--- config.mk ---
export PLATFORM = sky130hd
export DESIGN_NAME = frame_buffer_dbuf
export DESIGN_NICKNAME = d
export VERILOG_FILES = /design/src/rtl/lightcube_pkg.sv /design/src/rtl/fb_bank.sv /design/src/rtl/frame_buffer_dbuf.sv
export SDC_FILE = /design/constraint.sdc
export NUM_CORES = 2
export LEC_CHECK = 0
export CORE_AREA = 2 2 413 415
export CTS_BUF_LIST = sky130_fd_sc_hd__clkbuf_2 sky130_fd_sc_hd__clkbuf_4 sky130_fd_sc_hd__clkbuf_8
export CTS_CLUSTER_DIAMETER = 100
export DETAILED_ROUTE_END_ITERATION = 12
export DIE_AREA = 0 0 415 417
export GPL_TIMING_DRIVEN = 0
export HOLD_SLACK_MARGIN = 0.05
export SLEW_MARGIN = 20
export SYNTH_ARGS = -nofsm -noshare
export SYNTH_HDL_FRONTEND = slang
export SYNTH_SLANG_ARGS = --single-unit
--- constraint.sdc ---
create_clock -name clk -period 5.7 [get_ports clk]
set_clock_uncertainty 0.2 [all_clocks]
set_input_delay 1.71 -clock clk [delete_from_list [all_inputs] [get_ports clk]]
set_output_delay 1.71 -clock clk [all_outputs]
set_load 0.05 [all_outputs]
--- src/rtl/lightcube_pkg.sv ---
// ============================================================================
// Module : lightcube_pkg
// Brief  : Shared cube frame geometry, row type and frame-buffer state encoding
// Rev    : 1.0 - initial release
// ============================================================================
`default_nettype none

package lightcube_pkg;
  localparam int CUBE_ROW_W = 8;
  localparam int CUBE_DEPTH = 64;

  typedef logic [CUBE_ROW_W-1:0] cube_row_t;

  typedef enum logic [1:0] {FB_FILL, FB_PENDING, FB_CLEAR} fb_state_t;
endpackage

`default_nettype wire

--- src/rtl/fb_bank.sv ---
// ============================================================================
// Module : fb_bank
// Brief  : DEPTH x ROW_W register bank, sync write + clear port, parallel read
// Rev    : 1.0 - initial release
// ============================================================================
`default_nettype none

module fb_bank #(
  parameter int ROW_W = 8,
  parameter int DEPTH = 64,
  parameter int IW    = $clog2(DEPTH)
) (
  input  logic             clk,
  input  logic             rst,
  input  logic             we,
  input  logic [IW-1:0]    waddr,
  input  logic [ROW_W-1:0] wdata,
  input  logic             clr,
  input  logic [IW-1:0]    caddr,
  output logic [ROW_W-1:0] rdata [DEPTH]
);

  logic [ROW_W-1:0] r_mem [DEPTH];

  // Clear and write never overlap (writes are blocked while clearing); clear wins anyway.
  always_ff @(posedge clk or negedge rst) begin
    if (!rst) begin
      for (int i = 0; i < DEPTH; i++) r_mem[i] <= '0;
    end else if (clr) begin
      r_mem[caddr] <= '0;
    end else if (we) begin
      r_mem[waddr] <= wdata;
    end
  end

  assign rdata = r_mem;

endmodule

`default_nettype wire

--- src/rtl/frame_buffer_dbuf.sv ---
// ============================================================================
// Module : frame_buffer_dbuf
// Brief  : Tear-free double-buffered cube frame store; FB_CLEAR_EN zeroes the
//          new back bank after every swap
// Rev    : 1.0 - initial release
// ============================================================================
`default_nettype none

module frame_buffer_dbuf
  import lightcube_pkg::*;
#(
  parameter int ROW_W = CUBE_ROW_W,
  parameter int DEPTH = CUBE_DEPTH,
  parameter int AW    = $clog2(DEPTH)
) (
  input  logic             clk,
  input  logic             rst,
  input  logic             display_mode,
  input  logic [ROW_W-1:0] frame_default [DEPTH],
  input  logic             frame_sync,
  input  logic             wr_en,
  input  logic [AW-1:0]    wr_addr,
  input  logic [ROW_W-1:0] wr_data,
  output logic             wr_ready,
  output logic             wr_err,
  input  logic             commit,
  output logic             swap_done,
  output logic             front_sel,
  output logic [ROW_W-1:0] frame_cube [DEPTH]
);

  localparam int        c_IW         = $clog2(DEPTH);
  localparam logic [1:0] c_ST_FILL    = FB_FILL;
  localparam logic [1:0] c_ST_PENDING = FB_PENDING;
  localparam logic [1:0] c_ST_CLEAR   = FB_CLEAR;

  logic [1:0]       r_state;
  logic             r_front_sel;
  logic             r_mode_q;
  logic             r_swap_done;
  logic             r_wr_err;
  logic [ROW_W-1:0] r_frame_cube [DEPTH];
  logic [ROW_W-1:0] w_bank_rd [2][DEPTH];
  logic             w_addr_ok;
  logic             w_wr_go;
  logic             w_swap;
  logic             w_clr;
  logic [c_IW-1:0]  w_clr_idx;

  assign wr_ready  = (r_state == c_ST_FILL);
  assign w_addr_ok = ({{(32-AW){1'b0}}, wr_addr} < 32'(DEPTH));
  assign w_wr_go   = wr_en & wr_ready & w_addr_ok;
  assign w_swap    = (r_state == c_ST_PENDING) & frame_sync;

`ifdef FB_CLEAR_EN
  logic [c_IW-1:0] r_clr_cnt;

  assign w_clr     = (r_state == c_ST_CLEAR);
  assign w_clr_idx = r_clr_cnt;
`else
  assign w_clr     = 1'b0;
  assign w_clr_idx = '0;
`endif

  always_ff @(posedge clk or negedge rst) begin
    if (!rst) begin
      r_state     <= c_ST_FILL;
      r_front_sel <= 1'b0;
      r_swap_done <= 1'b0;
`ifdef FB_CLEAR_EN
      r_clr_cnt   <= '0;
`endif
    end else begin
      r_swap_done <= w_swap;
      case (r_state)
        c_ST_FILL: begin
          if (commit) r_state <= c_ST_PENDING;
        end
        c_ST_PENDING: begin
          if (frame_sync) begin
            r_front_sel <= ~r_front_sel;
`ifdef FB_CLEAR_EN
            r_state     <= c_ST_CLEAR;
            r_clr_cnt   <= '0;
`else
            r_state     <= c_ST_FILL;
`endif
          end
        end
`ifdef FB_CLEAR_EN
        c_ST_CLEAR: begin
          if (r_clr_cnt == c_IW'(DEPTH - 1)) begin
            r_state   <= c_ST_FILL;
            r_clr_cnt <= '0;
          end else begin
            r_clr_cnt <= r_clr_cnt + 1'b1;
          end
        end
`endif
        default: r_state <= c_ST_FILL;
      endcase
    end
  end

  // Source select only moves on a frame boundary so a frame is never mixed.
  always_ff @(posedge clk or negedge rst) begin
    if (!rst) begin
      r_mode_q <= 1'b0;
      r_wr_err <= 1'b0;
    end else begin
      r_wr_err <= wr_en & ~(wr_ready & w_addr_ok);
      if (frame_sync) r_mode_q <= display_mode;
    end
  end

  for (genvar b = 0; b < 2; b++) begin : g_bank
    fb_bank #(
      .ROW_W (ROW_W),
      .DEPTH (DEPTH),
      .IW    (c_IW)
    ) u_bank (
      .clk   (clk),
      .rst   (rst),
      .we    (w_wr_go & (1'(b) != r_front_sel)),
      .waddr (wr_addr[c_IW-1:0]),
      .wdata (wr_data),
      .clr   (w_clr & (1'(b) != r_front_sel)),
      .caddr (w_clr_idx),
      .rdata (w_bank_rd[b])
    );
  end

  always_ff @(posedge clk or negedge rst) begin
    if (!rst) begin
      for (int i = 0; i < DEPTH; i++) r_frame_cube[i] <= '0;
    end else begin
      for (int i = 0; i < DEPTH; i++)
        r_frame_cube[i] <= r_mode_q ? w_bank_rd[r_front_sel][i] : frame_default[i];
    end
  end

  assign frame_cube = r_frame_cube;
  assign swap_done  = r_swap_done;
  assign front_sel  = r_front_sel;
  assign wr_err     = r_wr_err;

endmodule

`default_nettype wire
Word-level counts from Yosys, hierarchy flattened
Index checks and enable logic that the tools add are counted.
{"block": "word_totals", "ff_bits": 1542, "inputBits": 532, "output_inout_bits": 516, "word_cells": 290}
{"block": "classes", "order_cmp": 3, "eq_ne": 3, "muxes": 74, "bitwise_logic": 9, "reduce_logical": 4}
{"cell": "512-bit 2-to-1 mux", "count": 3}
{"cell": "512-bit bitwise mux", "count": 2}
{"cell": "8-bit 2-to-1 mux", "count": 65}
{"cell": "8-bit demux with 6-bit select", "count": 1}
{"cell": "7-bit greater-or-equal comparator, second input constant", "count": 1}
{"cell": "7-bit by 1-bit less-than comparator with 1-bit output, second input constant", "count": 1}
{"cell": "6-bit NOT with 7-bit output", "count": 1}
{"cell": "1-bit AND", "count": 5}
{"cell": "2-bit 2-to-1 mux", "count": 2}
{"cell": "2-bit one-hot mux with 2 select lines", "count": 1}
{"cell": "2-bit AND reduction", "count": 2}
{"cell": "2-bit by 1-bit equality test with 1-bit output, second input constant", "count": 1}
{"cell": "2-bit greater-or-equal comparator, second input constant", "count": 1}
{"cell": "2-bit zero test", "count": 1}
{"cell": "2-bit by 1-bit != test with 1-bit output, second input constant", "count": 1}
{"cell": "2-bit != test, second input constant", "count": 1}
{"cell": "1-bit NOT", "count": 2}
{"cell": "1-bit NOT with 2-bit output", "count": 1}
{"cell": "1-bit logical AND", "count": 1}

Depth between registers and ports, before layout
{"block": "logic_depth", "ltp_word": 6, "depth_mapped": 6, "mapped_depth_nobuf": 3}

By module
A second synthesis with hierarchy kept.
{"block": "unflattened", "cells_unflattened": 4888, "hier_area_um2": 62353.6}
{"mod": "fb_bank", "n_inst": 2, "cells_per_inst": 1327, "area_each_um2": 19364.8}
{"mod": "frame_buffer_dbuf", "n_inst": 1, "cells_per_inst": 2234, "area_each_um2": 23623.9}

Worst setup path before layout
OpenSTA, ideal clock, no wires.
{"block": "synth_path", "path_type": "input to register", "startpoint": "input wr_addr[0]", "endpoint": "register g_bank[0].u_bank.r_mem (netlist bit g_bank[0].u_bank.rdata[296])", "arrival_time_ns": 3.291, "required_ns": 5.375, "setup_slack_ns": 2.084, "cell_stages": 6, "path_buffers": 3, "cell_sequence": "buf_2 nand2b_1 clkbuf_1 or3_1 clkbuf_1 mux2_2"}
{"block": "synth_via", "elab_chain_len": 6, "elab_cells_between_ends": 7}
{"element": "start, declared", "line": "frame_buffer_dbuf.sv:22", "text": "input logic [AW-1:0] wr_addr,"}
{"element": "6-bit NOT with 7-bit output (implied by the code) (*)", "line": "fb_bank.sv:32", "text": "r_mem[waddr] <= wdata;"}
{"element": "7-bit greater-or-equal comparator (implied by the code) or 7-bit by 1-bit less-than comparator with 1-bit output (tied branches)", "line": "fb_bank.sv:32"}
{"element": "1-bit logical AND (implied by the code)", "line": "fb_bank.sv:32"}
{"element": "8-bit 2-to-1 mux (implied by the code)", "line": "fb_bank.sv:32"}
{"element": "8-bit demux with 6-bit select (*)", "line": "fb_bank.sv:32"}
{"element": "512-bit bitwise mux (*)", "line": "fb_bank.sv:32"}
{"element": "end signal, assigned by index", "line": "fb_bank.sv:32"}
{"element": "end, declared", "line": "fb_bank.sv:23", "text": "logic [ROW_W-1:0] r_mem [DEPTH];"}
Every way passes the cells marked *; elsewhere a longest branch is shown, timed or not.
A chain may end at the register's enable or synchronous reset.

Final worst setup path
{"block": "layout_path", "startpoint": "input wr_addr[4]", "endpoint": "register g_bank[1].u_bank.r_mem (netlist bit g_bank[1].u_bank.rdata[324])"}
{"block": "layout_via", "elab_chain_len": 6, "elab_cells_between_ends": 7}
{"element": "6-bit NOT with 7-bit output (implied by the code) (*)", "line": "fb_bank.sv:32"}
{"element": "7-bit greater-or-equal comparator (implied by the code) or 7-bit by 1-bit less-than comparator with 1-bit output (tied branches)", "line": "fb_bank.sv:32"}
{"element": "1-bit logical AND (implied by the code)", "line": "fb_bank.sv:32"}
{"element": "8-bit 2-to-1 mux (implied by the code)", "line": "fb_bank.sv:32"}
{"element": "8-bit demux with 6-bit select (*)", "line": "fb_bank.sv:32"}
{"element": "512-bit bitwise mux (*)", "line": "fb_bank.sv:32"}
{"element": "end signal, assigned by index", "line": "fb_bank.sv:32"}
{"element": "end, declared", "line": "fb_bank.sv:23"}
Marked as above.

==> results by group <==
Timing
  • Slew Limit Headroom: ~15%
  • Slew Limit Fails: 0
  • Tcrit/Tclk final: about 80%
  • Unrepaired setup endpoints after global routing: false
  • Actual slew at the worst max-slew pin: ~1.3 ns
  • Setup violations, final: 0
  • Hold Vio Cnt, Final: 0
  • F_max: between 200 and 250 MHz
  • Min Clock Period, post-route: 4.51 ns
  • Fin Setup TNS: 0 ns

Layout
  • Layout area overhead: 31.8%
  • Final Non-Filler Cells: 8,404
  • Nets: 6,502
  • Fill cell count: 15,300
  • Layout cells sized above 1: 27.4%

Floorplan
  • Die W: 415 um
  • Core region area: 169,000 um2
  • DIE HEIGHT: 417 um
  • Rows: 151
  • Starting Density: 37.0%
  • # IOs: roughly 1,000
  • Total Die Area: 173,000 um2

Routing
  • Remaining antenna violation count: 0
  • Wire per inst: 31.8 um
  • Total Wirelength: 268 mm
  • Initial DRT Pass Iterations: 5
  • DR vias: 44,300
  • Detailed Route Iter0 Violations: 3,425
  • Routed wl met3: 15.7 mm
  • Vias/cell: around 5.3
  • M1 wire length: 107 mm
  • Post-route DRC: 0
  • WL met2: approximately 130 mm
  • DR top layer: met5

Synth
  • Post-synthesis sequential area ratio: 61.8%
  • Synth unique cells: 38
  • Synthesized area: 62,400 um2
  • Syn_nets: 5,152
  • Mapped Cells: 4,620
  • #FFs+latches synth: 1,541
  • YS warnings: 0
  • Syn avg cell area: 13.5 um2

Pwr
  • Worst VDD drop: 0.000266 V
  • Power Dens Cells: 392 nW/um2
  • Total power: 32.3 mW
  • Leak Pwr: between 30 and 40 nW

Critical path
  • CP Cell Sequence: clkdlybuf4s50_1 > nor2b_1 > clkbuf_1 > buf_1 > nand3_1 > mux2_2
  • R2r setup slk: around 1.5 ns
  • Startpoint types: input pin
  • R2r startpoint: front_sel$_DFFE_PN0P_
  • RR Endpoint: frame_cube[164]$_DFF_PN0_
  • Crit-path slowest cell: nand3_1
  • CP startpoint: wr_addr[4]
  • Crit path DAT: 5.17 ns
  • R2R depth: 6
  • Critical path data required time: around 6.4 ns
  • Crit path max fanout: 10
  • CP endpoint kind: register
  • Max stage delay on crit path: 0.84 ns
  • Critical path class: input pin to register

Global route
  • First-pass GRT wire length: 362 mm
  • GRT Total Usage: 30.4%
  • Antenna violations before repair: 47
  • Largest net degree at the start of global routing: around 150
  • Vias in the first global route: about 46,000
  • Total global routing overflow: 0

Clocking
  • Root buf cell: clkbuf_8
  • Post-CTS setup buffer count: 0
  • Sink Count: 1,541
  • CTS tree: done
  • Post-cts resize count: 0
  • Clk slew on worst S/H paths: 0.06 ns
  • Cts bufs inserted: 287
  • Hold_buf cts: 0
  • Clk Latency, worst-skew pair: 1.02 ns
  • Longest Clk Path Bufs: 4
  • H-tree depth: 5

Run
  • Max-cap violations: 0

Hold path
  • Hold EP: g_bank[0].u_bank.rdata[503]$_DFFE_PN0P_
  • Worst Hold Path Cells: 1
  • Hold Crit Class: register to register
  • Hold path start: g_bank[0].u_bank.rdata[503]$_DFFE_PN0P_

Placed design
  • Port Buffer Count: around 1,000
  • Dpl cells: 7,898
  • Dpl hpwl: 194 mm
  • RePlAce Congestion: 0.949

Outcome
  • Outcome: finished, final reports clean
-- synth_stat cells --
master	n	area share, %
buf_6	1	0.018
and4b_1	1	0.016
nand4_1	6	0.060
nand3_1	70	0.56
nor3b_2	2	0.040
or4b_1	1	0.016
nand3b_1	4	0.048
mux2_2	1025	18
o21ai_0	1	0.0080
nor4b_1	1	0.014
and2_1	2	0.020
and4_1	2	0.028
or3_1	8	0.080
nand4bb_1	2	0.036
nor4bb_1	2	0.032
nor3_1	2	0.016
nor4_4	7	0.24
and3_1	4	0.040
mux2i_1	512	8.2
buf_2	35	0.28
nor2b_1	4	0.040
nor3_4	4	0.10
dfrtp_1	1541	62
and3b_1	4	0.056
nand4b_1	1	0.014
nand2b_1	2	0.020
buf_1	32	0.19
xor2_1	1	0.014
a21oi_1	512	4.1
inv_1	1	0.0060
nor3_2	32	0.51
or3b_2	3	0.042
nor4_2	1	0.020
nand2_1	1	0.0060
nor3b_1	3	0.036
clkbuf_1	274	1.6
nand2_2	2	0.020
nor2_1	514	3.1
-- report_power, final --
group          total, mW  internal, mW  switching (mW)
clock               11.2          6.49            4.74
combinational       8.39          2.99            5.40
sequential          12.7          12.1           0.516
total               32.3          21.6            10.7
-- worst max-delay path by stage --
stage	to	slack, ns	depth (start not counted)
after floorplan	g_bank[0].u_bank.rdata[296]$_DFFE_PN0P_	2.08	6
after global placement	frame_cube[324]$_DFF_PN0_	-68.29	1
after detailed placement	frame_cube[112]$_DFF_PN0_	0.07	6
after CTS	wr_ready	1.19	3
after global routing	g_bank[0].u_bank.rdata[495]$_DFFE_PN0P_	0.78	6
final	g_bank[1].u_bank.rdata[324]$_DFFE_PN0P_	1.19	6
-- cell type report --
type | count | area (um2) | area share, %
Clock buffer | 454 | 5720 | 6.95
Inverter | 1 | 3.75 | 0.00456
Multi-Input combinational cell | 2736 | 22500 | 27.4
Timing Repair Buffer | 1061 | 11000 | 13.3
Buffer | 342 | 1430 | 1.74
Clock inverter | 23 | 225 | 0.274
Antenna cell | 28 | 70.1 | 0.0852
Sequential cell | 1541 | 38600 | 46.9
Tap cell | 2218 | 2780 | 3.37
-- per-layer routing --
metal / vias to the layer above / GRT usage (%)
li1: 18900 / -
met1: 23200 / 37.9
met2: 1757 / 51.4
met3: 471 / 5.76
met4: 4 / 13.4
met5: - / 0
-- state kept, by name (all words and copies together), names as in the netlist --
signal,cells
r_state,1
r_mode_q,1
front_sel,1
g_bank.u_bank.rdata,1024
swap_done,1
wr_err,1
frame_cube,512
-- cell families after synthesis --
family | Yosys count | share of synthesized area, %
AND/OR/NAND/NOR | 685 | 5.21
flip-flops | 1541 | 61.8
multiplexers | 1537 | 26.7
AO/OA/AOI/OAI | 513 | 4.11
buffers and inverters | 343 | 2.15
XOR/XNOR | 1 | 0.0140
-- stage by stage --
stage	hold slack, ns	util [%]	setup WS, ns	area [um2]
finish	0.302	48.8	1.19	82300
global route	0.310	48.8	0.783	82200
CTS	0.304	48.8	1.19	82200
detailed placement	0.292	45.2	0.0743	76200
global placement	0.286	44.8	-68.29	75600
floorplan	0.279	-	2.08	62400
-- layout by cell type, fill, tap and decap left out, drive strengths merged, types with 3 or more instances in the layout --
master,netlist,final
nand3b,4,4
clkinvlp,0,4
nor2,514,514
clkbuf,274,728
and3,4,4
nand3,70,70
nand2,3,3
or3,8,8
clkdlybuf4s50,0,1036
nor3b,5,5
nor3,38,38
clkinv,0,15
mux2,1025,1025
and3b,4,4
nor2b,4,4
or3b,3,3
nand4,6,6
bufinv,0,4
mux2i,512,512
dfrtp,1541,1541
a21oi,512,512
nor4,8,8
diode,0,28
buf,68,93
-- critical path: cells and delay by family --
family / cells / cell delay (ns)
buffers and inverters: 3 / 1.82
AND/OR/NAND/NOR: 2 / 1.08
multiplexers: 1 / 0.53
Note: power is estimated with default switching activity, not from simulation.
